==> src/rtl/mac_kbd_pkg.sv <==
// Shared state encoding and default bit-timing constants for the Mac keyboard serial link.
package mac_kbd_pkg;

  localparam int unsigned PHASE_W = 16;
  localparam int unsigned BIT_W   = 3;
  localparam int unsigned BYTE_W  = 8;

  localparam logic [PHASE_W-1:0] CLK_LOW_DEF  = 16'd160;
  localparam logic [PHASE_W-1:0] CLK_HIGH_DEF = 16'd170;
  localparam logic [PHASE_W-1:0] REQ_CYC_DEF  = 16'd8;

  typedef enum logic [2:0] {
    S_IDLE    = 3'd0,
    S_RX      = 3'd1,
    S_CMD     = 3'd2,
    S_WAIT    = 3'd3,
    S_TX      = 3'd4,
    S_RELEASE = 3'd5
  } state_e;

endpackage

==> src/rtl/kbd_bitclk.sv <==
// Eight-bit keyboard clock generator: each bit is CLK_LOW ce-cycles low then CLK_HIGH high.
// Rise/fall/done pulses mark the ce-cycle whose edge changes the clock (or ends the byte).
module kbd_bitclk
  import mac_kbd_pkg::*;
#(
  parameter logic [PHASE_W-1:0] CLK_LOW  = CLK_LOW_DEF,
  parameter logic [PHASE_W-1:0] CLK_HIGH = CLK_HIGH_DEF
) (
  input  logic clk,
  input  logic reset,
  input  logic ce,
  input  logic i_start,
  input  logic i_en,
  output logic o_kbd_clk,
  output logic o_rise_c,
  output logic o_fall_c,
  output logic o_done_c,
  output logic o_last_c
);

  logic [PHASE_W-1:0] r_phase;
  logic [BIT_W-1:0]   r_bit;
  logic               r_clk;
  logic               r_run;
  logic               w_step;

  // A phase ends only while enabled and not being reloaded.
  assign w_step    = ce && i_en && !i_start && r_run && (r_phase == '0);
  assign o_last_c  = (r_bit == '1);
  assign o_rise_c  = w_step && !r_clk;
  assign o_fall_c  = w_step && r_clk && !o_last_c;
  assign o_done_c  = w_step && r_clk && o_last_c;
  assign o_kbd_clk = r_clk;

  always_ff @(posedge clk or posedge reset) begin
    if (reset) begin
      r_clk   <= 1'b1;
      r_run   <= 1'b0;
      r_phase <= '0;
      r_bit   <= '0;
    end else if (ce) begin
      if (i_start) begin
        r_clk   <= 1'b0;
        r_run   <= 1'b1;
        r_phase <= CLK_LOW - PHASE_W'(1);
        r_bit   <= '0;
      end else if (!i_en) begin
        r_clk   <= 1'b1;
        r_run   <= 1'b0;
        r_phase <= '0;
        r_bit   <= '0;
      end else if (r_run) begin
        if (r_phase != '0) begin
          r_phase <= r_phase - PHASE_W'(1);
        end else if (!r_clk) begin
          r_clk   <= 1'b1;
          r_phase <= CLK_HIGH - PHASE_W'(1);
        end else if (o_last_c) begin
          r_run <= 1'b0;
        end else begin
          r_clk   <= 1'b0;
          r_bit   <= r_bit + BIT_W'(1);
          r_phase <= CLK_LOW - PHASE_W'(1);
        end
      end
    end
  end

endmodule

==> src/rtl/mac_kbd_serial.sv <==
// Keyboard side of the Mac VIA shift-register link: clocks in a host command,
// hands it to the translator, then clocks the translator's response back out.
module mac_kbd_serial
  import mac_kbd_pkg::*;
#(
  parameter logic [PHASE_W-1:0] CLK_LOW  = CLK_LOW_DEF,
  parameter logic [PHASE_W-1:0] CLK_HIGH = CLK_HIGH_DEF,
  parameter logic [PHASE_W-1:0] REQ_CYC  = REQ_CYC_DEF
) (
  input  logic              clk,
  input  logic              reset,
  input  logic              ce,
  input  logic              host_data,
  input  logic              host_oe,
  output logic              kbd_clk,
  output logic              kbd_data,
  output logic [BYTE_W-1:0] data_out,
  output logic              strobe_out,
  input  logic [BYTE_W-1:0] data_in,
  input  logic              strobe_in
);

  state_e             r_state, w_state_n;
  logic [PHASE_W-1:0] r_req, w_req_n;
  logic [BYTE_W-1:0]  r_shift, w_shift_n;
  logic [BYTE_W-1:0]  r_tx, w_tx_n;
  logic [BYTE_W-1:0]  r_data_out, w_data_out_n;
  logic               r_kbd_data, w_kbd_data_n;
  logic               r_strobe, w_strobe_n;
  logic               w_host_low, w_req_hit, w_start, w_en;
  logic               w_rise, w_fall, w_done, w_last;

  assign w_host_low = host_oe && !host_data;
  assign w_req_hit  = w_host_low && (r_req == REQ_CYC - PHASE_W'(1));
  assign w_en       = (r_state == S_RX) || (r_state == S_TX);

  kbd_bitclk #(
    .CLK_LOW  (CLK_LOW),
    .CLK_HIGH (CLK_HIGH)
  ) u_bitclk (
    .clk       (clk),
    .reset     (reset),
    .ce        (ce),
    .i_start   (w_start),
    .i_en      (w_en),
    .o_kbd_clk (kbd_clk),
    .o_rise_c  (w_rise),
    .o_fall_c  (w_fall),
    .o_done_c  (w_done),
    .o_last_c  (w_last)
  );

  // Next state and next registered outputs; the request counter restarts on every state change.
  always_comb begin
    w_state_n    = r_state;
    w_req_n      = '0;
    w_shift_n    = r_shift;
    w_tx_n       = r_tx;
    w_data_out_n = r_data_out;
    w_kbd_data_n = r_kbd_data;
    w_strobe_n   = 1'b0;
    w_start      = 1'b0;
    unique case (r_state)
      S_IDLE: begin
        if (w_req_hit) begin
          w_state_n = S_RX;
          w_start   = 1'b1;
        end else if (w_host_low) begin
          w_req_n = r_req + PHASE_W'(1);
        end
      end
      S_RX: begin
        if (w_rise) begin
          w_shift_n = {r_shift[BYTE_W-2:0], host_data};
          if (w_last) begin
            w_state_n    = S_CMD;
            w_data_out_n = {r_shift[BYTE_W-2:0], host_data};
            w_strobe_n   = 1'b1;
          end
        end
      end
      S_CMD: w_state_n = S_WAIT;
      S_WAIT: begin
        if (strobe_in) begin
          w_state_n    = S_TX;
          w_start      = 1'b1;
          w_kbd_data_n = data_in[BYTE_W-1];
          w_tx_n       = {data_in[BYTE_W-2:0], 1'b0};
        end else if (w_req_hit) begin
          w_state_n = S_RX;
          w_start   = 1'b1;
        end else if (w_host_low) begin
          w_req_n = r_req + PHASE_W'(1);
        end
      end
      S_TX: begin
        if (w_fall) begin
          w_kbd_data_n = r_tx[BYTE_W-1];
          w_tx_n       = {r_tx[BYTE_W-2:0], 1'b0};
        end else if (w_done) begin
          w_kbd_data_n = 1'b1;
          w_state_n    = S_RELEASE;
        end
      end
      S_RELEASE: begin
        if (!w_host_low) w_state_n = S_IDLE;
      end
      default: w_state_n = S_IDLE;
    endcase
  end

  always_ff @(posedge clk or posedge reset) begin
    if (reset) begin
      r_state    <= S_IDLE;
      r_req      <= '0;
      r_shift    <= '0;
      r_tx       <= '0;
      r_data_out <= '0;
      r_kbd_data <= 1'b1;
      r_strobe   <= 1'b0;
    end else if (ce) begin
      r_state    <= w_state_n;
      r_req      <= w_req_n;
      r_shift    <= w_shift_n;
      r_tx       <= w_tx_n;
      r_data_out <= w_data_out_n;
      r_kbd_data <= w_kbd_data_n;
      r_strobe   <= w_strobe_n;
    end
  end

  assign kbd_data   = r_kbd_data;
  assign data_out   = r_data_out;
  assign strobe_out = r_strobe;

endmodule
==> config.mk <==
export PLATFORM = sky130hd
export DESIGN_NAME = mac_kbd_serial
export DESIGN_NICKNAME = d
export VERILOG_FILES = /design/src/rtl/mac_kbd_pkg.sv /design/src/rtl/kbd_bitclk.sv /design/src/rtl/mac_kbd_serial.sv
export SDC_FILE = /design/constraint.sdc
export NUM_CORES = 1
export LEC_CHECK = 0
export BUFFER_PORTS_ARGS = -buffer_cell sky130_fd_sc_hd__buf_2
export CAP_MARGIN = 20
export CORE_UTILIZATION = 30
export CTS_CLUSTER_SIZE = 40
export DETAILED_ROUTE_END_ITERATION = 12
export GPL_ROUTABILITY_DRIVEN = 0
export GPL_TIMING_DRIVEN = 0
export PLACE_DENSITY = 0.45
export SYNTH_ARGS = -nofsm -noshare
export SYNTH_HDL_FRONTEND = slang
export SYNTH_SLANG_ARGS = --single-unit
==> constraint.sdc <==
create_clock -name clk -period 2.65 [get_ports clk]
set_input_delay 0.3975 -clock clk [delete_from_list [all_inputs] [get_ports clk]]
set_output_delay 0.3975 -clock clk [all_outputs]
set_load 0.03 [all_outputs]
After elaboration in Yosys (flattened, before gate mapping) --
Cells that the tools add are included.
Word-level totals: register bits 65, input port bits 14
Operators by class: add/subtract/negate cells 3, equality and inequality tests 20, multiplexer cells 48, reductions and logical operators 27
Operators by type and width (number):
- two-way mux 16 bit | 9
- two-way mux 3 bit | 13
- case mux 16 bit (2 select lines) | 1
- two-way mux 1 bit | 19
- case mux 3 bit (6 select lines) | 1
- adder 16 x 1 -> 16 bit (second input constant) | 1
- == test 16 x 3 -> 1 bit (second input constant) | 1
- zero test 16 bit | 1
- two-way mux 8 bit | 2
- case mux 8 bit (2 select lines) | 1
- nonzero test 16 bit | 1
- subtractor 16 x 1 -> 16 bit (second input constant) | 1
- inequality test 3 x 2 -> 1 bit (second input constant) | 4
- AND reduction 4 bit | 3
- logical AND 1 bit | 10
- == test 3 bit (second input constant) | 3
- AND reduction 3 bit | 3
- inequality test 2 x 1 -> 1 bit (second input constant) | 4
- == test 3 x 2 -> 1 bit (second input constant) | 2
- inequality test 2 bit (second input constant) | 3
- AND reduction 6 bit | 1
- inequality test 5 x 4 -> 1 bit (second input constant) | 1
- AND reduction 5 bit | 1
- zero test 1 bit | 4
- other kinds (7) | 8

Logic depth before layout (Yosys ltp) --
depth in word-level cells 15, mapped depth 9, mapped depth without buffers 8

Cells and area by module --
A second synthesis with hierarchy kept.
Second synthesis, totals: cell total of the unflattened synthesis 380, area total of the unflattened synthesis 3739.8 µm²
Modules (own cells, without submodules):
- mac_kbd_serial | instances 1, cells each 231, area an instance 2366.0 µm², sequential area each 1077.3 µm²
- kbd_bitclk | instances 1, cells each 149, area an instance 1373.8 µm², sequential area each 526.8 µm²

Worst setup path before layout --
No wires, ideal clock.
path type register to register, start point register u_bitclk.r_phase[0], end point register r_data_out[0], in the netlist data_out[0], data arrival time 2.002 ns, setup slack 0.523 ns, cell stages (with the launch flop) 10, path buffers 1, clock period less this slack 2.127 ns, cells stage by stage dfrtp_1 > inv_1 > ha_1 > nor4b_2 > nand4_2 > nor2_4 > and4b_1 > buf_4 > nand2_4 > mux2_4
Between the ends: longest elaborated chain between the ends 4
Ends and longest elaborated chain:
- start: declaration | line kbd_bitclk.sv:21 | logic [PHASE_W-1:0] r_phase;
- start signal: assignment | line kbd_bitclk.sv:45 | r_phase <= CLK_LOW - PHASE_W'(1);
- start signal: assignment | line kbd_bitclk.sv:54 | r_phase <= r_phase - PHASE_W'(1);
- start signal: assignment | line kbd_bitclk.sv:57 | r_phase <= CLK_HIGH - PHASE_W'(1);
- zero test 16 bit | line kbd_bitclk.sv:28 | assign w_step = ce && i_en && !i_start && r_run && (r_phase == '0);
- logical AND 1 bit | line kbd_bitclk.sv:28
- logical AND 1 bit | line kbd_bitclk.sv:30 | assign o_rise_c = w_step && !r_clk;
- AND reduction 4 bit (no line)
- end signal: assignment | line mac_kbd_serial.sv:126 | r_data_out <= w_data_out_n;
- end: declaration | line mac_kbd_serial.sv:27 | logic [BYTE_W-1:0] r_data_out, w_data_out_n;
No other way between the ends. A chain may end at the register's enable or synchronous reset.

Worst setup path in the final report --
start point register u_bitclk.r_phase[0], end point register r_data_out[3], in the netlist data_out[3]
The elaborated chain is that of the path after synthesis.

==> impl_metrics.tcl <==
set metrics [dict create \
    status "completed" \
    max_freq_mhz 415 \
    final_cell_area_um2 4080 \
    synth_xor_area_share_pct 5.31 \
    cts-root-buf "clkbuf_16" \
    synth_commonest_cells "dfrtp_1, nor2_1, nand2_1" \
    irDropWorstVdd_v 0.000358 \
    syn_nets 375 \
    diodes 0 \
    relSlewSlack_pct 45.1 \
    core.rowCount 38 \
    drtIter0Drc 114 \
    synthCells 356 \
    antenna_found_initial 0 \
    start_util_pct 31.4 \
    io_buffers 24 \
    syn2layout_area_growth_pct 17.7 \
    grt_pass1_vias 2700 \
    grtUsageTotal_pct 14.8 \
    synth_compound_area_share_pct 11.2 \
    dieArea_um2 12000 \
    totalWireLength_um 7800 \
    period_needed_ns 2.41 \
    ys_dominant_reg_cell "dfrtp_1" \
    synth_edf_count 0 \
    cts_tree "done" \
    fillers 1156 \
    start_kind "flip-flop" \
    fin_skew_ns 0.00495 \
    synth_seq_cells 64 \
    holdWs_ns 0.218 \
    vias 2669 \
    clkTransAtPathRegs_ns 0.06 \
    io_pins 25 \
    clock_latency_ns 0.33 \
    core-area_um2 11000 \
    synthAdderAreaFrac_pct 1.81 \
    worst_slack_ns 0.239 \
    ys_async_sr_fraction_pct 100 \
    hpwl_um 5360 \
    fin_crit_sh_pct 91.0 \
    crit_slowest_cell "dfrtp_1" \
    yosys-top-cells-area "dfrtp_1, nor2_1, nand2_1" \
    crit_type "reg2reg" \
    wl_per_cell_um 14.5 \
    place_inst 520 \
    clock-sinks 64 \
    worstMarginPinSlew_ns 0.823 \
    hold_path.class "in2async" \
    synth_top_family_by_area "simple AND/OR/NAND/NOR gates" \
    grt-ovfl-total 0 \
    yosys_warnings 0 \
    synth_most_common_cell "dfrtp_1" \
    rsz0062_at_grt "false" \
    leakagePower_nw 1.90 \
    dp_slack_ns 0.163 \
    synthSimpleGateAreaFrac_pct 23.7 \
    hold_viol_final 0 \
    synth_area_per_cell_um2 9.73 \
    syn-cell-area_um2 3460 \
    antenna_left 0 \
    synth_cell_types 56 \
    required_ns 2.87 \
    seq_area_frac_synth_pct 46.3 \
    drive_gt1_share_pct 16.9 \
    cp_max_fo 9 \
    setup_viol 0 \
    die_x_um 109 \
    critical_path_buf_inv_count 2 \
    via_per_inst 4.98 \
    first_pass_iters 4 \
    cts_setup_buffers 0 \
    p_per_area_nw_per_um2 985 \
    yosysTopAreaCellShare_pct 44.8 \
    final_nets 410 \
    crit_chain "inv_1 > ha_1 > nor4b_4 > nand4_2 > nor2_4 > and4b_1 > buf_4 > nand2_4 > mux2_4" \
    placed_cell_area_um2 3760 \
    synthMuxAreaShare_pct 8.38 \
    cts_made_buffers 9 \
    grt_pass1_wl_um 13600 \
    cp_top_family "simple AND/OR/NAND/NOR gates" \
    worst_setup_path_end_kind "flip-flop" \
    total_power_w 0.00402 \
    clockBufferDepth 2 \
    final_cells 536 \
    grt_max_degree 65 \
    h-tree-depth 3 \
    synth_top_cell_by_area "dfrtp_1" \
    die_height_um 109 \
    slew_violations 0 \
    drcViolationCount 0 \
    cap_viol_max_count 0 \
    slowest_delay_ns 0.40 \
    arrival_ns 2.63 \
]
-- per-layer routing --
metal | track usage [%] | part of all wire, % | up-vias
met5 | 0 | 0 | -
met4 | 6.29 | 1.8 | 0
met3 | 3.08 | 2.4 | 13
met2 | 21.9 | 44 | 32
met1 | 20.7 | 52 | 1291
li1 | - | - | 1333
-- path summary, 6_finish.rpt --
path                                startpoint           to  slack (ns)  cells past startpoint
min reg2reg                            r_tx[5]      r_tx[5]        0.49                      2
min                                      reset  data_out[3]        0.22                      2
max reg2reg                u_bitclk.r_phase[0]  data_out[3]        0.24                      9
min in group clk                     host_data   r_shift[0]        0.31                      2
max                        u_bitclk.r_phase[0]  data_out[3]        0.24                      9
max in group asynchronous                reset      r_tx[3]        1.88                      2
-- state kept, by name, indices dropped and copies added, names as in the netlist, 3 cells and up --
register          flops
r_req                16
u_bitclk.r_phase     16
data_out              8
r_shift               7
r_tx                  7
r_state               3
u_bitclk.r_bit        3
-- report_power, final --
group | switching, W | internal [W]
Combinational | 0.000859 | 0.000561
Sequential | 0.000193 | 0.00119
Clock | 0.000476 | 0.000737
-- cell families after synthesis --
| logic type | after synthesis |
|---|---|
| AOI/OAI and AO/OA | 60 |
| DFF | 64 |
| xor gates and xnor gates | 21 |
| buffers and inverters | 27 |
| and+or+nand+nor | 155 |
| adders and majority gates | 5 |
| muxes | 24 |
-- timing repair --
item / in CTS / in global routing
endpoints found under the hold margin: 0 / 0
gates resized for setup: 0 / 1
hold buffers: 0 / 0
endpoints found under the setup margin: 0 / 8
-- area by class of cell --
cell class,count,area (µm²),area share [%]
flip-flops and latches,64,1600,39.3
plain buffers,15,67.6,1.66
clock buffers,9,225,5.52
well taps,140,175,4.30
multi-input cells,265,1760,43.1
inverters,12,47.5,1.17
clock inverters,7,81.3,1.99
repair buffers,24,120,2.95
-- metrics by stage --
stage / util [%] / setup TNS (ns)
finish: 37.0 / 0
CTS: 36.9 / 0
global placement: 34.1 / -22.53
detailed placement: 34.1 / 0
global route: 37.0 / 0
floorplan: - / 0
-- layout by cell type, fill, tap and decap left out, drive strengths merged, types with 11 or more instances in the layout --
cell type	synthesis	routed
nor3	11	11
buf	7	31
nand2	36	36
inv	12	13
nor2	49	49
nand3	14	14
clkbuf	8	17
dfrtp	62	62
xor2	15	15
mux2	16	16
o21ai	28	28
(Power assumes the default switching activity.)
